$ cat config.mk
export PLATFORM = sky130hd
export DESIGN_NAME = reg_file_mp
export DESIGN_NICKNAME = d
export VERILOG_FILES = /design/src/rtl/reg_file_mp.sv
export SDC_FILE = /design/constraint.sdc
export NUM_CORES = 2
export LEC_CHECK = 0
export CAP_MARGIN = 10
export CELL_PAD_IN_SITES_DETAIL_PLACEMENT = 1
export CELL_PAD_IN_SITES_GLOBAL_PLACEMENT = 1
export CORE_UTILIZATION = 34
export DETAILED_ROUTE_END_ITERATION = 10
export PLACE_DENSITY = 0.56
export SYNTH_ARGS = -nofsm -noshare
export SYNTH_HDL_FRONTEND = slang
export SYNTH_SLANG_ARGS = --single-unit
$ cat constraint.sdc
create_clock -name CLK -period 2.7 [get_ports CLK]
set_clock_uncertainty 0.15 [all_clocks]
set_input_delay 0.54 -clock CLK [delete_from_list [all_inputs] [get_ports CLK]]
set_output_delay 0.54 -clock CLK [all_outputs]
set_load 0.01 [all_outputs]
$ cat src/rtl/reg_file_mp.sv
// rtl/reg_file_mp.sv - multi-read-port register file with write bypass, pending scoreboard and clear sweep
module reg_file_mp #(
  parameter int DATA_W   = 32,
  parameter int DEPTH    = 32,
  parameter int ADDR_W   = $clog2(DEPTH),
  parameter int NUM_RD   = 2,
  parameter bit ZERO_REG = 1'b1
) (
  input  logic                     CLK,
  input  logic                     RST_N,
  input  logic                     EN,
  input  logic [ADDR_W-1:0]        WA,
  input  logic [DATA_W-1:0]        WD,
  input  logic                     ISSUE,
  input  logic [ADDR_W-1:0]        ISSUE_ADR,
  input  logic [NUM_RD*ADDR_W-1:0] ADR,
  output logic [NUM_RD*DATA_W-1:0] RS,
  output logic [NUM_RD-1:0]        RDY,
  input  logic                     CLR,
  output logic                     BUSY
);

  typedef enum logic {
    IDLE  = 1'b0,
    SWEEP = 1'b1
  } state_t;

  localparam logic [ADDR_W-1:0] LAST_IDX = ADDR_W'(DEPTH - 1);

  state_t            state;
  state_t            state_nxt;
  logic [ADDR_W-1:0] cnt;
  logic [DATA_W-1:0] regs [DEPTH];
  logic [DEPTH-1:0]  pend;
  logic              wr_ok;
  logic              iss_ok;

  assign wr_ok  = EN    && (state == IDLE) && !(ZERO_REG && (WA == '0));
  assign iss_ok = ISSUE && (state == IDLE) && !(ZERO_REG && (ISSUE_ADR == '0));
  assign BUSY   = (state == SWEEP);

  always_ff @(posedge CLK or negedge RST_N) begin
    if (!RST_N) begin
      state <= IDLE;
      cnt   <= '0;
    end else begin
      state <= state_nxt;
      if (state == IDLE) begin
        cnt <= '0;
      end else begin
        cnt <= cnt + ADDR_W'(1);
      end
    end
  end

  always_comb begin
    state_nxt = state;
    case (state)
      IDLE:    if (CLR) state_nxt = SWEEP;
      SWEEP:   if (cnt == LAST_IDX) state_nxt = IDLE;
      default: state_nxt = IDLE;
    endcase
  end

  // Issue is applied after the write so a same-address collision leaves the entry pending.
  always_ff @(posedge CLK or negedge RST_N) begin
    if (!RST_N) begin
      for (int k = 0; k < DEPTH; k++) begin
        regs[k] <= '0;
      end
      pend <= '0;
    end else if (state == SWEEP) begin
      regs[cnt] <= '0;
      pend[cnt] <= 1'b0;
    end else begin
      if (wr_ok) begin
        regs[WA] <= WD;
        pend[WA] <= 1'b0;
      end
      if (iss_ok) begin
        pend[ISSUE_ADR] <= 1'b1;
      end
    end
  end

  always_comb begin
    RS  = '0;
    RDY = '0;
    if (state == IDLE) begin
      for (int i = 0; i < NUM_RD; i++) begin
        if (ZERO_REG && (ADR[i*ADDR_W +: ADDR_W] == '0)) begin
          RS[i*DATA_W +: DATA_W] = '0;
          RDY[i]                 = 1'b1;
        end else if (EN && (WA == ADR[i*ADDR_W +: ADDR_W])) begin
          RS[i*DATA_W +: DATA_W] = WD;
          RDY[i]                 = 1'b1;
        end else begin
          RS[i*DATA_W +: DATA_W] = regs[ADR[i*ADDR_W +: ADDR_W]];
          RDY[i]                 = ~pend[ADR[i*ADDR_W +: ADDR_W]];
        end
      end
    end
  end

endmodule

==> flow_summary.json <==
{
  "syn_inst": 4363,
  "htreeDepth": 4,
  "place_area_sq_mm": 0.0733,
  "critPathRequiredTime_ns": 2.01,
  "insertion_delay_ns": 0.77,
  "nets": 5870,
  "setup_viol": 66,
  "drive_above_1_share_pct": 49.6,
  "fin_crit_ns": 3.50,
  "finalCritPeriodShare_pct": 130,
  "drtIter0Drc": 6408,
  "die_x_microns": 410,
  "fp.coreArea_sq_mm": 0.165,
  "ir_worst_vdd_uv": 674,
  "powerDensity_mw_per_mm2": 612,
  "avgViaCountPerCell": 6.55,
  "finalHoldViolCount": 0,
  "synth_ff_type": "dfrtp_1",
  "multiInputGateArea_sq_mm": 0.0305,
  "rsz0062_at_grt": "true",
  "total_switching_power_mw": 16.2,
  "worstMarginPinSlew_ns": 0.757,
  "cp.arrival_ns": 2.81,
  "yosys_warnings": 0,
  "start_util_pct": 34.2,
  "whs_ns": 0.0979,
  "regArea_sq_mm": 0.0266,
  "clkPwrFrac_pct": 36.7,
  "leakagePower_nw": 38.2,
  "wirelength_microns": 311000,
  "cts_root_buf": "clkbuf_16",
  "maxSlewViolCount": 0,
  "violations": "DRC, setup timing",
  "port_buffers": 123,
  "grt_pass1_wl_microns": 435000,
  "avgSynthCellArea_sq_um": 12.9,
  "dr_wl_met2_microns": 137000,
  "ys_ff_latch": 1062,
  "ant_nets": 0,
  "io_pins": 124,
  "cts_buffers": 132,
  "wl_per_cell_microns": 38.4,
  "syn2layout_area_growth_pct": 46.2,
  "hold_path.class": "input port to asynchronous set/reset pin",
  "clk_pin_slew_worst_paths_ns": 0.06,
  "gp_congestion": 0.938,
  "async_flop_share_pct": 100,
  "syn_nets": 4425,
  "met1_length_microns": 122000,
  "clock_path_buffers": 3,
  "num_vias": 53100,
  "hpwl_microns": 209000,
  "fmax_mhz": 286,
  "syn_area_sq_mm": 0.0565,
  "remaining_drc_errors": 24,
  "worstSetupPathType": "flip-flop to output pin",
  "nFillCells": 16400,
  "grt_max_degree": 106,
  "synth_edf_count": 0,
  "die_h_microns": 410,
  "track_usage_pct": 36.6,
  "fin_util_pct": 50.0,
  "die-area_sq_mm": 0.168,
  "maxCapViolCount": 0,
  "first_global_vias": 55400,
  "seq_area_frac_synth_pct": 47.1,
  "cts_tree": "built",
  "maxSlewHeadroom_pct": 49.6,
  "firstDrtPassIters": 8,
  "design_area_sq_mm": 0.0826,
  "cts_sinks": 1062,
  "fin_ws_ns": -0.800,
  "rows": 149,
  "crit_fanout": 2,
  "p_sw_share_pct": 32.1,
  "power.internal_mw": 34.3,
  "start_kind": "flip-flop",
  "synthDistinctLibCells": 66,
  "combPwrFrac_pct": 27.2,
  "power.total_mw": 50.5,
  "highest_layer": "met5",
  "grt-ovfl-total": 0,
  "antenna_found_initial": 8,
  "end_kind": "output pin",
  "wl_met3_microns": 31300,
  "p_seq_share_pct": 36.1,
  "status": "complete, but fails checks"
}
metrics by stage:
stage               cells  TNS (ns)  worst slack (ns)
detailed placement   7702   -324.08             -1.69
global route         8095    -41.75            -0.802
floorplan            4363     -1.24           -0.0995
global placement     7702   -320.70             -1.68
finish               8100    -39.04            -0.800
CTS                  8043    -40.07            -0.814
critical path, stage by stage, from the launching register on:
cell	delay, ns
dfrtp_1	0.38
mux4_2	0.50
mux4_2	0.59
a22oi_2	0.26
o21ai_4	0.14
buf_6	0.16
final timing paths:
path	start	to	slack, ns	depth (start not counted)
setup / recovery	regs[542]$_DFFE_PN0P_	RS[30]	-0.80	5
hold / removal	RST_N	regs[244]$_DFFE_PN0P_	0.1	2
setup reg to reg	BUSY$_DFF_PN0_	regs[16]$_DFFE_PN0P_	0.06	9
hold reg to reg	pend[6]$_DFF_PN0_	pend[6]$_DFF_PN0_	0.35	2
max in group asynchronous	RST_N	regs[117]$_DFFE_PN0P_	1.25	3
min in group CLK	CLR	BUSY$_DFF_PN0_	0.16	3
what timing repair did:
| item | CTS | global route |
|---|---|---|
| gates resized for setup | 868 | 183 |
| endpoints found under the setup margin | 67 | 67 |
| gates cloned | 11 | 4 |
| hold buffers | 1 | 0 |
| buffers inserted | 138 | 70 |
| hold endpoints to repair | 397 | 0 |
| pin swaps | 191 | 126 |
layer usage:
metal	vias up	track usage (%)
met1	28400	48.5
met5	-	0
met2	3388	54.6
li1	20400	-
met3	922	8.64
met4	8	21.0
cell usage in the layout (no fill, tap or decap), types with 68 or more instances in the layout:
cell,count
buf_4,1326
clkbuf_16,142
buf_6,131
dfrtp_1,1061
mux4_2,348
mux2_2,119
a22o_1,1004
nand2_1,68
buf_12,253
mux2i_1,249
cell usage after synthesis (all sizes together) (8+ instances only):
master | n | share of area [%]
dfrtp | 1062 | 47
a22o | 1004 | 16
clkbuf | 371 | 2.5
mux4 | 348 | 14
mux2i | 306 | 5.4
buf | 176 | 2.4
mux2 | 162 | 3.2
nor2 | 109 | 0.73
o21ai | 101 | 0.89
o22ai | 90 | 1.0
a21oi | 89 | 0.79
nand2 | 84 | 0.56
a22oi | 68 | 0.90
and2 | 46 | 0.51
a2111oi | 39 | 0.60
nor3 | 38 | 0.36
a221oi | 36 | 0.65
a211oi | 30 | 0.41
nand3 | 27 | 0.24
nor2b | 18 | 0.20
and3 | 16 | 0.18
nand2b | 16 | 0.18
a221o | 14 | 0.25
nor3b | 10 | 0.15
o221ai | 9 | 0.14
inv | 8 | 0.053
layout make-up:
type	count	share of cell area [%]
diodes	5	0.0152
clock buffers	193	4.84
clock inverters	39	0.517
inverters	10	0.0546
multi-input cells	2744	37.0
flip-flops and latches	1062	32.2
well taps	2189	3.32
repair buffers	1858	22.1
registers in the layout, summed over array words and instances, names as in the netlist:
name  cells
regs   1024
pend     32
cnt       5
BUSY      1
logic make-up after synthesis:
group | Yosys count | synth area share, %
AO/OA/AOI/OAI | 1522 | 21.8
XOR/XNOR | 12 | 0.186
adder cells (fa/ha/maj) | 5 | 0.111
buffers and inverters | 557 | 4.88
flip-flops | 1062 | 47.1
multiplexers | 816 | 22.5
AND/OR/NAND/NOR | 389 | 3.41
power by group through the flow:
stage | sequential (mW) | clock [mW] | combinational, mW
2_1_floorplan | 18.2 | 0 | 4.89
3_3_place_gp | 18.4 | 0 | 12.0
3_5_place_dp | 18.4 | 0 | 12.2
4_1_cts | 18.2 | 18.6 | 13.2
5_1_grt | 18.3 | 19.2 | 14.0
6_report | 18.2 | 18.5 | 13.7
No activity file was read; power rests on OpenSTA's default activity.
